$ cat src/rtl/max7219_pkg.sv
`default_nettype none
// ============================================================================
// Module      : max7219_pkg
// Description : Shared constants and Code-B segment lookup for the MAX7219 link
// Revision    : 1.0
// ============================================================================
package max7219_pkg;

  localparam int FRAME_WIDTH = 16;

  localparam logic [3:0] ADDR_NOOP      = 4'h0;
  localparam logic [3:0] ADDR_DIGIT0    = 4'h1;
  localparam logic [3:0] ADDR_DECODE    = 4'h9;
  localparam logic [3:0] ADDR_INTENSITY = 4'hA;
  localparam logic [3:0] ADDR_SCANLIMIT = 4'hB;
  localparam logic [3:0] ADDR_SHUTDOWN  = 4'hC;
  localparam logic [3:0] ADDR_TEST      = 4'hF;

  // Result is {dp,a,b,c,d,e,f,g}; data bits [6:4] play no part.
  function automatic logic [7:0] code_b_seg(input logic [7:0] data);
    logic [6:0] seg;
    case (data[3:0])
      4'h0:    seg = 7'h7E;
      4'h1:    seg = 7'h30;
      4'h2:    seg = 7'h6D;
      4'h3:    seg = 7'h79;
      4'h4:    seg = 7'h33;
      4'h5:    seg = 7'h5B;
      4'h6:    seg = 7'h5F;
      4'h7:    seg = 7'h70;
      4'h8:    seg = 7'h7F;
      4'h9:    seg = 7'h7B;
      4'hA:    seg = 7'h01;
      4'hB:    seg = 7'h4F;
      4'hC:    seg = 7'h37;
      4'hD:    seg = 7'h0E;
      4'hE:    seg = 7'h67;
      default: seg = 7'h00;
    endcase
    return {data[7], seg};
  endfunction

endpackage
`default_nettype wire

$ cat src/rtl/max7219_receiver_if.sv
`default_nettype none
// ============================================================================
// Module      : max7219_receiver_if
// Description : Serial display link pins (sck / mosi / cs_n)
// Revision    : 1.0
// ============================================================================
interface max7219_receiver_if;
  logic sck;
  logic mosi;
  logic cs_n;

  modport master (output sck, output mosi, output cs_n);
  modport slave  (input  sck, input  mosi, input  cs_n);
endinterface
`default_nettype wire

$ cat src/rtl/spi_rx_shifter.sv
`default_nettype none
// ============================================================================
// Module      : spi_rx_shifter
// Description : Pin synchronizers, edge detect, bit counter and frame shifter
// Revision    : 1.0
// ============================================================================
module spi_rx_shifter
  import max7219_pkg::*;
#(
  parameter int SYNC_STAGES = 2
) (
  input  logic                   clk,
  input  logic                   res,
  max7219_receiver_if.slave      spi,
  output logic                   frame_done,
  output logic                   frame_ok,
  output logic [FRAME_WIDTH-1:0] frame_word
);

  localparam logic [4:0] c_cnt_full = 5'(FRAME_WIDTH);
  localparam logic [4:0] c_cnt_sat  = 5'(FRAME_WIDTH + 1);

  logic [SYNC_STAGES-1:0] r_sck_sync;
  logic [SYNC_STAGES-1:0] r_mosi_sync;
  logic [SYNC_STAGES-1:0] r_cs_sync;
  logic [SYNC_STAGES-1:0] r_vld;
  logic                   r_sck_d;
  logic                   r_cs_d;
  logic                   r_armed;
  logic                   r_active;
  logic [4:0]             r_bit_cnt;
  logic [FRAME_WIDTH-1:0] r_shift;

  logic w_sck_s, w_mosi_s, w_cs_s, w_vld;
  logic w_sck_rise, w_cs_fall, w_cs_rise;

  always_ff @(posedge clk or posedge res) begin
    if (res) begin
      r_sck_sync  <= '0;
      r_mosi_sync <= '0;
      r_cs_sync   <= '1;
      r_vld       <= '0;
    end else begin
      r_sck_sync[0]  <= spi.sck;
      r_mosi_sync[0] <= spi.mosi;
      r_cs_sync[0]   <= spi.cs_n;
      r_vld[0]       <= 1'b1;
      for (int i = 1; i < SYNC_STAGES; i++) begin
        r_sck_sync[i]  <= r_sck_sync[i-1];
        r_mosi_sync[i] <= r_mosi_sync[i-1];
        r_cs_sync[i]   <= r_cs_sync[i-1];
        r_vld[i]       <= r_vld[i-1];
      end
    end
  end

  assign w_sck_s  = r_sck_sync[SYNC_STAGES-1];
  assign w_mosi_s = r_mosi_sync[SYNC_STAGES-1];
  assign w_cs_s   = r_cs_sync[SYNC_STAGES-1];
  assign w_vld    = r_vld[SYNC_STAGES-1];

  // A falling cs_n only counts once a genuine high has been seen since reset,
  // so a frame already running when reset releases is never started.
  assign w_sck_rise = w_sck_s & ~r_sck_d;
  assign w_cs_fall  = ~w_cs_s & r_cs_d & r_armed;
  assign w_cs_rise  = w_cs_s & ~r_cs_d;

  always_ff @(posedge clk or posedge res) begin
    if (res) begin
      r_sck_d   <= 1'b0;
      r_cs_d    <= 1'b1;
      r_armed   <= 1'b0;
      r_active  <= 1'b0;
      r_bit_cnt <= '0;
      r_shift   <= '0;
    end else begin
      r_sck_d <= w_sck_s;
      r_cs_d  <= w_cs_s;
      if (w_vld && w_cs_s) r_armed <= 1'b1;
      if (w_cs_fall)      r_active <= 1'b1;
      else if (w_cs_rise) r_active <= 1'b0;
      if (w_cs_fall) begin
        r_bit_cnt <= '0;
        r_shift   <= '0;
      end else if (r_active && !w_cs_s && w_sck_rise) begin
        r_shift <= {r_shift[FRAME_WIDTH-2:0], w_mosi_s};
        if (r_bit_cnt != c_cnt_sat) r_bit_cnt <= r_bit_cnt + 5'd1;
      end
    end
  end

  assign frame_done = w_cs_rise & r_active & (r_bit_cnt != 5'd0);
  assign frame_ok   = (r_bit_cnt == c_cnt_full);
  assign frame_word = r_shift;

endmodule
`default_nettype wire

$ cat src/rtl/max7219_receiver.sv
`default_nettype none
// ============================================================================
// Module      : max7219_receiver
// Description : MAX7219-style register file fed by the 16-bit serial link
// Revision    : 1.0
// ============================================================================
module max7219_receiver
  import max7219_pkg::*;
#(
  parameter int NUM_DIGITS  = 8,
  parameter int SYNC_STAGES = 2
) (
  input  logic                   clk,
  input  logic                   res,
  max7219_receiver_if.slave      spi,
  input  logic [2:0]             rd_addr,
  output logic [7:0]             rd_raw,
  output logic [7:0]             rd_seg,
  output logic                   word_valid,
  output logic [FRAME_WIDTH-1:0] word_data,
  output logic                   frame_error,
  output logic [7:0]             decode_mode,
  output logic [3:0]             intensity,
  output logic [2:0]             scan_limit,
  output logic                   shutdown_n,
  output logic                   display_test
);

  logic                   w_frame_done;
  logic                   w_frame_ok;
  logic [FRAME_WIDTH-1:0] w_frame_word;
  logic                   w_write;
  logic [3:0]             w_addr;
  logic [7:0]             w_data;
  logic [7:0]             r_digit [NUM_DIGITS];

  spi_rx_shifter #(
    .SYNC_STAGES (SYNC_STAGES)
  ) u_shifter (
    .clk        (clk),
    .res        (res),
    .spi        (spi),
    .frame_done (w_frame_done),
    .frame_ok   (w_frame_ok),
    .frame_word (w_frame_word)
  );

  assign w_write = w_frame_done & w_frame_ok;
  assign w_addr  = w_frame_word[11:8];
  assign w_data  = w_frame_word[7:0];

  always_ff @(posedge clk or posedge res) begin
    if (res) begin
      word_valid   <= 1'b0;
      frame_error  <= 1'b0;
      word_data    <= '0;
      decode_mode  <= '0;
      intensity    <= '0;
      scan_limit   <= '0;
      shutdown_n   <= 1'b0;
      display_test <= 1'b0;
    end else begin
      word_valid  <= w_write;
      frame_error <= w_frame_done & ~w_frame_ok;
      if (w_write) begin
        word_data <= w_frame_word;
        case (w_addr)
          ADDR_NOOP:      ;
          ADDR_DECODE:    decode_mode  <= w_data;
          ADDR_INTENSITY: intensity    <= w_data[3:0];
          ADDR_SCANLIMIT: scan_limit   <= w_data[2:0];
          ADDR_SHUTDOWN:  shutdown_n   <= w_data[0];
          ADDR_TEST:      display_test <= w_data[0];
          default:        ;
        endcase
      end
    end
  end

  // Digit addresses start at 0x1; NUM_DIGITS above 8 would collide with 0x9.
  always_ff @(posedge clk or posedge res) begin
    if (res) begin
      for (int i = 0; i < NUM_DIGITS; i++) r_digit[i] <= '0;
    end else if (w_write) begin
      for (int i = 0; i < NUM_DIGITS; i++)
        if (w_addr == ADDR_DIGIT0 + 4'(i)) r_digit[i] <= w_data;
    end
  end

  always_comb begin
    rd_raw = '0;
    for (int i = 0; i < NUM_DIGITS; i++)
      if (rd_addr == 3'(i)) rd_raw = r_digit[i];
    rd_seg = decode_mode[rd_addr] ? code_b_seg(rd_raw) : rd_raw;
  end

endmodule
`default_nettype wire

$ cat src/flat_wrapper.sv
// flat-port wrapper written by rule: the top's interface ports become plain ports
module max7219_receiver_flat import max7219_pkg::*;
#(
  parameter int NUM_DIGITS  = 8,
  parameter int SYNC_STAGES = 2
)
  (clk, res, rd_addr, rd_raw, rd_seg, word_valid, word_data, frame_error, decode_mode, intensity, scan_limit, shutdown_n, display_test, spi_sck, spi_mosi, spi_cs_n);
  max7219_receiver_if spi_i ();
  input  logic clk;
  input  logic res;
  input  logic [2:0] rd_addr;
  output logic [7:0] rd_raw;
  output logic [7:0] rd_seg;
  output logic word_valid;
  output logic [FRAME_WIDTH-1:0] word_data;
  output logic frame_error;
  output logic [7:0] decode_mode;
  output logic [3:0] intensity;
  output logic [2:0] scan_limit;
  output logic shutdown_n;
  output logic display_test;
  input wire logic [$bits(spi_i.sck)-1:0] spi_sck;
  input wire logic [$bits(spi_i.mosi)-1:0] spi_mosi;
  input wire logic [$bits(spi_i.cs_n)-1:0] spi_cs_n;
  assign spi_i.sck = spi_sck;
  assign spi_i.mosi = spi_mosi;
  assign spi_i.cs_n = spi_cs_n;
  max7219_receiver #(.NUM_DIGITS(NUM_DIGITS), .SYNC_STAGES(SYNC_STAGES)) u_core (.clk(clk), .res(res), .spi(spi_i), .rd_addr(rd_addr), .rd_raw(rd_raw), .rd_seg(rd_seg), .word_valid(word_valid), .word_data(word_data), .frame_error(frame_error), .decode_mode(decode_mode), .intensity(intensity), .scan_limit(scan_limit), .shutdown_n(shutdown_n), .display_test(display_test));
endmodule
$ cat config.mk
export PLATFORM = sky130hd
export DESIGN_NAME = max7219_receiver_flat
export DESIGN_NICKNAME = d
export VERILOG_FILES = /design/src/rtl/max7219_pkg.sv /design/src/rtl/max7219_receiver_if.sv /design/src/rtl/spi_rx_shifter.sv /design/src/rtl/max7219_receiver.sv /design/src/flat_wrapper.sv
export SDC_FILE = /design/constraint.sdc
export NUM_CORES = 1
export LEC_CHECK = 0
export CAP_MARGIN = 10
export CORE_MARGIN = 5
export CORE_UTILIZATION = 32
export CTS_BUF_LIST = sky130_fd_sc_hd__clkbuf_16
export CTS_CLUSTER_DIAMETER = 40
export CTS_CLUSTER_SIZE = 40
export DETAILED_ROUTE_END_ITERATION = 8
export MAX_ROUTING_LAYER = met4
export PLACE_DENSITY_LB_ADDON = 0.08
export SLEW_MARGIN = 5
export SYNTH_ARGS = -nofsm -noshare
export SYNTH_HDL_FRONTEND = slang
export SYNTH_SLANG_ARGS = --single-unit
$ cat constraint.sdc
create_clock -name clk -period 12.5 [get_ports clk]
set_input_delay 3.75 -clock clk [delete_from_list [all_inputs] [get_ports clk]]
set_output_delay 3.75 -clock clk [all_outputs]
set_load 0.02 [all_outputs]
After elaboration in Yosys (flattened, before gate mapping)
Memories as Yosys holds them, arrays and structs flattened.
Cells that the tools add are included.
{"block": "word_totals", "register_bits": 132, "memories": 1, "mem_bits_ro": 112}
{"block": "classes", "n_bitwise": 12, "reduce_logical": 23, "n_mux": 18, "magnitude_cmp": 1, "addsub": 1, "eq_ne": 22}
{"memory": "(name not given)", "words": 16, "width": 7, "read_ports": 1, "rd_clocked_by_memory_dff": 0, "wr": 0, "line": "max7219_pkg.sv:22", "source": "case (data[3:0])"}
{"op": "two-way mux 8 bit", "n": 8}
{"op": "two-way mux 16 bit", "n": 2}
{"op": "AND reduction 2 bit", "n": 14}
{"op": "equality test 4 bit (second input constant)", "n": 6}
{"op": "equality test 4 x 3 -> 1 bit (second input constant)", "n": 4}
{"op": "two-way mux 5 bit", "n": 3}
{"op": "equality test 3 bit (second input constant)", "n": 4}
{"op": "AND 1 bit", "n": 8}
{"op": "equality test 4 x 2 -> 1 bit (second input constant)", "n": 2}
{"op": "two-way mux 7 bit", "n": 1}
{"op": "equality test 3 x 2 -> 1 bit (second input constant)", "n": 2}
{"op": "nonzero test 2 bit", "n": 3}
{"op": "adder 5 x 1 -> 5 bit (second input constant)", "n": 1}
{"op": "equality test 5 bit (second input constant)", "n": 1}
{"op": "!= test 5 bit (second input constant)", "n": 1}
{"op": "nonzero test 5 bit", "n": 1}
{"op": "equality test 4 x 1 -> 1 bit (second input constant)", "n": 1}
{"op": "< comparator 3 x 4 -> 1 bit (second input constant)", "n": 1}
{"op": "inverter 1 bit", "n": 4}
{"op": "binary-select mux 1 bit (select 3 bit)", "n": 1}
{"op": "equality test 3 x 1 -> 1 bit (second input constant)", "n": 1}
{"op": "logical AND 1 bit", "n": 3}
{"op": "zero test 3 bit", "n": 1}
{"op": "two-way mux 1 bit", "n": 3}
{"op": "zero test 1 bit", "n": 1}

Depth between registers and ports, before layout
Gate-level depths: netlist of the first run.
An unclocked memory read counts as a cell.
{"block": "depth", "word_depth": 11, "depth_mapped": 10}

Modules after synthesis
Synthesis of the first run repeated with hierarchy kept, for this count alone.
{"block": "unflattened", "cells_unflattened": 511, "area_unflattened_um2": 6109.6}
{"module": "max7219_receiver", "instances": 1, "seq_area_each_um2": 2477.4, "cells_each": 385, "area_each_um2": 4785.8}
{"module": "spi_rx_shifter", "instances": 1, "seq_area_each_um2": 829.5, "cells_each": 126, "area_each_um2": 1323.8}

Worst setup path after synthesis of the first run
Ideal clock, no wire load.
{"block": "synth_timing", "kind": "input-to-output", "start": "input rd_addr[1]", "end": "output rd_seg[3]", "cell_stages": 9, "setup_slack_ps": 3135, "arrival_time_ps": 5615, "n_path_buf": 2, "path_cell_list": "buf_4 mux4_2 mux2i_1 buf_4 inv_1 ha_1 a21oi_1 nor2_1 nor3_1"}
{"block": "synth_via", "elab_chain_len": 11, "elab_cells_between_ends": 20}
{"item": "from (decl)", "line": "flat_wrapper.sv:11", "source": "input logic [2:0] rd_addr;"}
{"item": "zero test 3 bit", "line": "max7219_receiver.sv:93", "source": "if (rd_addr == 3'(i)) rd_raw = r_digit[i];"}
{"item": "two-way mux 8 bit (8 in a row)", "line": "max7219_receiver.sv:93"}
{"item": "memory read (16 x 7 bit)"}
{"item": "two-way mux 7 bit *", "line": "max7219_receiver.sv:94", "source": "rd_seg = decode_mode[rd_addr] ? code_b_seg(rd_raw) : rd_raw;"}
{"item": "to (decl)", "line": "flat_wrapper.sv:13", "source": "output logic [7:0] rd_seg;"}
Mark *: on every way between the ends. The rest lies on a longest branch, timed or not. The select of a mux whose other input is x is not followed.

Worst setup path after layout of the first run
{"block": "layout_timing", "start": "input rd_addr[1]", "end": "output rd_seg[6]"}
Same word-level chain as after synthesis.

==> results.md, run 1 <==
- Syn_nets: around 480
- Area Growth Syn to Fin: 22.62%
- Initial Utilization: 32.36%
- Clock share of power: 51.5%
- Synth cell types: 56
- Net switching fraction of the power: 21.12%
- Post-synth EDFFs: 0
- Switching power: 206.6 µW
- Vias: 3,869
- Pre-CTS WS: 1.617 ns
- DR vias/cell: 5.025
- RR Startpoint: u_core.u_shifter.r_cs_sync[1]
- Bufs and invs on worst path: 4
- Worst-case reg-to-reg path depth: 5
- CP max stage delay: roughly 0.8 ns
- Setup crit start: rd_addr[1]
- Leakage Power: 0.003455 µW
- Vias in the first global route: between 4,000 and 5,000
- Worst skew pair latency: 0.41 ns
- Setup Viol. Count Final: 0
- Worst-case clock buffer depth: 2
- Post-Layout Cell Count: 770
- Placed cells: 738
- Worst-path clk slew: 0.05 ns
- CP endpoint: rd_seg[6]
- Critical Path Most Common Cell: clkdlybuf4s50_1
- Crit Path Class: input pin to output pin
- Syn Std Cell Area: 6013 µm²
- Final Hold Fails: 0
- CTS tree: yes
- Crit-path cells: clkdlybuf4s50_1 > buf_4 > nor2b_1 > a31oi_1 > a32o_1 > inv_1 > nor2_1 > a221o_1 > o21ai_1 > clkdlybuf4s50_1
- DRT Pass-1 Iters: 4
- Commonest non-fill, non-tap cell in the layout: dfrtp_1
- Setup Fix Bufs, Post-CTS: 0
- Status: complete, no violations
- Row count: 50
- Worst Tran Pin Value: just over 1 ns
- Final Critical Period: 10.91 ns
- Worst setup EP type: output pin
- Max Cap Viol: 0
- Input/output buffers: 58
- CP top delay family: buffers and inverters
- Max stage delay cell, worst path: clkdlybuf4s50_1
- Post-synthesis sequential area ratio: a little over half
- Largest net degree at the start of global routing: 81
- Startpoint class of the critical path: input pin
- Crit path DAT: 7.16 ns
- Routability cong.: 0.8847
- Clock root buffer master: clkbuf_16
- Routed WL: 14.31 mm
- First-pass GRT wire length: around 23 mm
- Commonest cells after routing, fill and taps aside: dfrtp_1, mux2_2, clkdlybuf4s50_1
- Htree depth: 4
- Clk_skew: 0.006396 ns
- I/O Pins: around 60
- Ant. Diodes: 0
- Die area: around 22,000 µm²
- TritonCTS Buffers: 17
- Detailed Route Iter0 Violations: around 210
- Asr flop ratio synth: 100.0%
- Final WS setup: ~1.6 ns
- Die X: 147.1 µm
- HP Class: flip-flop to flip-flop
- Grt ovf: 0
- Maximum clock rate: 91.64 MHz
- Final Slew Violations: 0
- Initial antenna violation count: 0
- Total track usage: 14.34%
- Tcrit/Tclk final: 87.30%
- Logic pwr share: 4.0%
- Crit path required time: 8.75 ns
- Worst reg2reg setup slack: 9.89 ns
- Residual DRC count: 0
- Reg2reg end: u_core.r_digit[33]
- Peak supply drop: 0.09273 mV
- Setup_tns: 0 ns
- Ys Warns: 0
- Filler instances: 1,758
- Layout cells sized above 1: between 20% and 30%
- Cell-internal power: 771.7 µW
- Slew margin rel.: 31.92%
- Synth Instances: 471
- Antenna viol nets, final: 0
- Ys flop type: dfrtp_1
- Share of power burned in registers: around 45%
- Core area: 18,580 µm²
- Nets: 535
- Routed wire per std cell: 18.58 µm
- RSZ-0062 raised after global routing: false
- Mean Syn Cell Area: 12.77 µm²
- Post-CTS Hold Buffers: 0
- P per Cell Area: 132.7 nW/µm²
- CP max FO: 13
- Dpl hpwl: ~9.5 mm
- Yosys reg bits: 132
- Clk sink count: 132
- Die height: 147.1 µm
- CTS resizes: 0
- WP depth: 10
Yosys cell counts (4+ instances only):
master	number	area [µm²]
nand2b_1	6	37.54
mux4_2	10	225.2
nand2_1	53	198.9
inv_1	7	26.28
o21ai_0	10	50.05
buf_2	8	40.04
buf_4	4	30.03
mux2i_1	5	50.05
clkbuf_1	15	56.30
a21oi_1	25	125.1
dfrtp_1	129	3228
nand3_1	5	25.02
mux2_2	83	934.7
nor2_2	5	31.28
mux2_4	17	255.2
a31oi_1	5	31.28
nor2_1	17	63.81
ha_1	4	50.05
worst min path at each step:
stage / startpoint / end / slack [ns] / depth (start not counted)
after floorplan: u_core.u_shifter.r_mosi_sync[0] / u_core.u_shifter.r_mosi_sync[1] / 0.33 / 0
after global placement: u_core.u_shifter.r_vld[0] / u_core.u_shifter.r_vld[1] / 0.33 / 0
after detailed placement: u_core.u_shifter.r_vld[0] / u_core.u_shifter.r_vld[1] / 0.34 / 0
after CTS: u_core.u_shifter.r_mosi_sync[0] / u_core.u_shifter.r_mosi_sync[1] / 0.35 / 0
after global routing: u_core.u_shifter.r_vld[0] / u_core.u_shifter.r_vld[1] / 0.35 / 0
final: u_core.u_shifter.r_sck_sync[0] / u_core.u_shifter.r_sck_sync[1] / 0.35 / 0
power by group through the flow:
| stage | sequential, µW | clock [µW] | combinational [µW] |
|---|---|---|---|
| after floorplan | 441 | 0 | 27.0 |
| after global placement | 442 | 0 | 39.6 |
| after detailed placement | 443 | 0 | 40.1 |
| after CTS | 435 | 515 | 40.3 |
| after global routing | 435 | 535 | 44.7 |
| final | 435 | 504 | 39.2 |
kinds of logic after synthesis:
family | count (synthesis) | synth area share, %
mux | 116 | 24.59
compound gates | 63 | 6.471
buf+inv | 42 | 3.558
flops | 132 | 54.99
xor+xnor | 4 | 0.5827
fa+ha+maj | 4 | 0.8323
other cells | 1 | 0.06236
simple gates | 109 | 8.906
area by class of cell:
| type | instances | area (µm²) | area share (%) |
|---|---|---|---|
| tap | 234 | 292.8 | 3.971 |
| sequential | 132 | 3307 | 44.85 |
| clock inverter | 15 | 171.4 | 2.325 |
| multi-input combinational | 297 | 2499 | 33.89 |
| clock buffer | 17 | 425.4 | 5.770 |
| inverter | 10 | 45.04 | 0.6109 |
| timing repair buffer | 65 | 633.1 | 8.586 |
layer usage:
metal | part of all wire [%] | track usage (%)
met3 | 3.4 | 2.992
met1 | 48 | 19.01
met2 | 48 | 22.00
met4 | 1.4 | 4.939
met5 | 0 | -
state kept, by name, summed over array words and instances (netlist names):
name,flops
u_core.u_shifter.r_mosi_sync,2
u_core.shutdown_n,1
u_core.u_shifter.frame_word,16
u_core.intensity,4
u_core.display_test,1
u_core.u_shifter.r_sck_d,1
u_core.u_shifter.r_active,1
u_core.word_valid,1
u_core.decode_mode,8
u_core.u_shifter.r_cs_d,1
u_core.u_shifter.r_sck_sync,2
u_core.u_shifter.r_vld,2
u_core.r_digit,64
u_core.u_shifter.r_bit_cnt,5
u_core.scan_limit,3
u_core.frame_error,1
u_core.u_shifter.r_armed,1
u_core.word_data,16
u_core.u_shifter.r_cs_sync,2
metrics by stage:
step           power [µW]  hold slack, ns  instance area (µm²)  util, %
6_report            978.3          0.3463                 7373    39.68
5_1_grt              1015          0.3508                 7373    39.68
4_1_cts             990.2          0.3484                 7373    39.68
3_5_place_dp        482.7          0.3362                 6777    36.47
3_3_place_gp        482.0          0.3317                 6777    36.47
2_1_floorplan       467.7          0.3312                 6013        -
Power figures use the tool's default switching activity.
==> run 2: changes to the inputs <==
--- a/config.mk
+++ b/config.mk
@@ -6,6 +6,7 @@
 export NUM_CORES = 1
 export LEC_CHECK = 0
 export CAP_MARGIN = 10
+export CORE_ASPECT_RATIO = 1.5
 export CORE_MARGIN = 5
 export CORE_UTILIZATION = 32
 export CTS_BUF_LIST = sky130_fd_sc_hd__clkbuf_16
==> run 2 against run 1 <==
Against the previous run:
- clock power rose by 12%
- largest cell class unchanged
- wire length rose by 1.3%
- worst hold slack improved by 0.0035 ns
- critical path type unchanged
- sequential power barely moved
- combinational power barely moved
- clock-buffer cell count did not move
- clock skew rose by 0.0024 ns
- critical endpoint unchanged
- utilization rose by 0.55 points
- highest routed layer unchanged
- final cell count rose by 2.3%
- maximum frequency rose by 0.69%
- first-iteration DRC count fell by 33%
==> results.md, run 2 (synthesis results as in run 1) <==
- Status: complete, no violations (unchanged)
- Final Hold Fails: 0 (unchanged)
- Detailed Route Iter0 Violations: 141 (was 212)
- First-pass GRT wire length: 23.51 mm (was 23.47 mm)
- Met2 usage in global routing: 23.73% (was 22.00%)
- CTS resizes: 0 (unchanged)
- Post-CTS Hold Buffers: 0 (unchanged)
- CP max FO: 11 (was 13)
- Peak supply drop: 0.07266 mV (was 0.09273 mV)
- Setup_tns: 0 ns (unchanged)
- M3 GR Usage: 2.966% (was 2.992%)
- Met1 GRT Util: 18.17% (was 19.01%)
- Logic pwr share: 3.8% (was 4.0%)
- RR Startpoint: u_core.u_shifter.r_cs_sync[1] (unchanged)
- Worst-case reg-to-reg path depth: 5 (unchanged)
- Maximum clock rate: 92.27 MHz (was 91.64 MHz)
- Startpoint class of the critical path: input pin (unchanged)
- Slew margin rel.: 43.25% (was 31.92%)
- Clock share of power: 54.3% (was 51.5%)
- Share of power burned in registers: 42.0% (was 44.5%)
- Antenna viol nets, final: 0 (unchanged)
- Dpl hpwl: 9.691 mm (was 9.502 mm)
- Layout cells sized above 1: 30.22% (was 29.66%)
- CTS tree: yes (unchanged)
- Leakage Power: 0.003476 µW (was 0.003455 µW)
- Net switching fraction of the power: 21.19% (was 21.12%)
- Routed WL: 14.49 mm (was 14.31 mm)
- Crit path DAT: 7.09 ns (was 7.16 ns)
- Vias in the first global route: 4,134 (was 4,021)
- Routed wire per std cell: 18.39 µm (was 18.58 µm)
- Clk_skew: 0.008790 ns (was 0.006396 ns)
- Filler instances: 1,750 (was 1,758)
- Reg2reg end: u_core.r_digit[39] (was u_core.r_digit[33])
- RSZ-0062 raised after global routing: false (unchanged)
- Worst skew pair latency: 0.41 ns (about the same)
- Vias: 3,792 (was 3,869)
- Worst setup EP type: output pin (unchanged)
- Nets: 535 (unchanged)
- Largest net degree at the start of global routing: 51 (was 81)
- Initial antenna violation count: 0 (unchanged)
- Final Critical Period: 10.84 ns (was 10.91 ns)
- Htree depth: 4 (unchanged)
- Setup Viol. Count Final: 0 (unchanged)
- Worst-path clk slew: 0.06 ns (was 0.05 ns)
- P per Cell Area: 138.9 nW/µm² (was 132.7 nW/µm²)
- DR vias/cell: 4.812 (was 5.025)
- Row count: 61 (was 50)
- Multi-input logic area: 2499 µm² (unchanged)
- Hold Crit Start: u_core.u_shifter.r_vld[0] (was u_core.u_shifter.r_sck_sync[0])
- Largest reg by FF count: u_core.r_digit (unchanged)
- Die X: 121.9 µm (was 147.1 µm)
- Grt ovf: 0 (unchanged)
- Die height: 177.9 µm (was 147.1 µm)
- Worst Tran Pin Value: 0.8275 ns (was 1.021 ns)
- Crit path required time: 8.75 ns (about the same)
- Crit Path Class: input pin to output pin (unchanged)
- Commonest non-fill, non-tap cell in the layout: dfrtp_1 (unchanged)
- Max Cap Viol: 0 (unchanged)
- Initial Utilization: 32.42% (was 32.36%)
- Switching power: 219.6 µW (was 206.6 µW)
- I/O Pins: 59 (unchanged)
- WHS Endpoint: u_core.u_shifter.r_vld[1] (was u_core.u_shifter.r_sck_sync[1])
- Residual DRC count: 0 (unchanged)
- DRT Pass-1 Iters: 4 (unchanged)
- TritonCTS Buffers: 17 (unchanged)
- Ant. Diodes: 0 (unchanged)
- Worst reg2reg setup slack: 9.82 ns (was 9.89 ns)
- Input/output buffers: 58 (unchanged)
- Core area: 18,550 µm² (was 18,580 µm²)
- Number of flip-flops in the largest register: 64 (unchanged)
- Register area: 3307 µm² (unchanged)
- Die area: 21,690 µm² (was 21,630 µm²)
- HP Class: flip-flop to flip-flop (unchanged)
- Clk sink count: 132 (unchanged)
- Total track usage: 14.56% (was 14.34%)
- Final Slew Violations: 0 (unchanged)
- Hold depth: 0 (unchanged)
- Area Growth Syn to Fin: 24.09% (was 22.62%)
- Cell-internal power: 816.7 µW (was 771.7 µW)
- Routability cong.: 0.7528 (was 0.8847)
- Setup Fix Bufs, Post-CTS: 0 (unchanged)
- GRT Max-Usage Layer: met2 (unchanged)
- Tcrit/Tclk final: 86.70% (was 87.30%)
- Clock root buffer master: clkbuf_16 (unchanged)
- Worst-case clock buffer depth: 2 (unchanged)
- Commonest cells after routing, fill and taps aside: dfrtp_1, mux2_2, clkdlybuf4s50_1 (unchanged)
- Layout Utilization: 40.23% (was 39.68%)
run 2: worst max-delay path by stage:
stage,start,end,slack (ns)
2_1_floorplan,rd_addr[1],rd_seg[3],3.13
3_3_place_gp,rd_addr[0],rd_seg[6],1.67
3_5_place_dp,rd_addr[0],rd_seg[6],1.63
4_1_cts,rd_addr[0],rd_seg[6],1.62
5_1_grt,rd_addr[0],rd_seg[6],1.47
6_report,rd_addr[1],rd_seg[6],1.66
run 2: power groups by stage:
stage	Combinational, µW	Clock, µW	Sequential, µW
after floorplan	27.0	0	441
after global placement	39.8	0	442
after global routing	44.3	597	435
final	39.2	562	435
after detailed placement	40.4	0	442
after CTS	40.5	575	435
run 2: layout make-up:
class                   instances  area share (%)
clock buffers                  17           5.701
clock inverters                15           3.186
inverters                      10          0.6036
multi-input cells             297           33.48
flip-flops and latches        132           44.32
well taps                     252           4.225
repair buffers                 65           8.484
run 2: per-layer routing:
layer,vias to the layer above,routed length [µm]
met5,-,0
met4,0,192
met3,14,479
met2,73,7436
met1,1940,6384
li1,1765,-
run 2: critical path, cell delays in order:
cell and delay [ns]:
clkdlybuf4s50_1 0.72, mux4_2 0.55, mux2i_1 0.67, inv_1 0.10
ha_1 0.23, a221o_1 0.32, o21ai_1 0.12, clkdlybuf4s50_1 0.62
run 2: through the flow:
stage | setup WS (ns) | instance area (µm²) | hold WS [ns] | cells | power (µW)
2_1_floorplan | 3.135 | 6013 | 0.3312 | 471 | 467.7
3_3_place_gp | 1.668 | 6799 | 0.3333 | 756 | 482.1
3_5_place_dp | 1.626 | 6799 | 0.3378 | 756 | 482.8
4_1_cts | 1.621 | 7462 | 0.3519 | 788 | 1051
5_1_grt | 1.467 | 7462 | 0.3614 | 788 | 1076
6_report | 1.662 | 7462 | 0.3498 | 788 | 1036
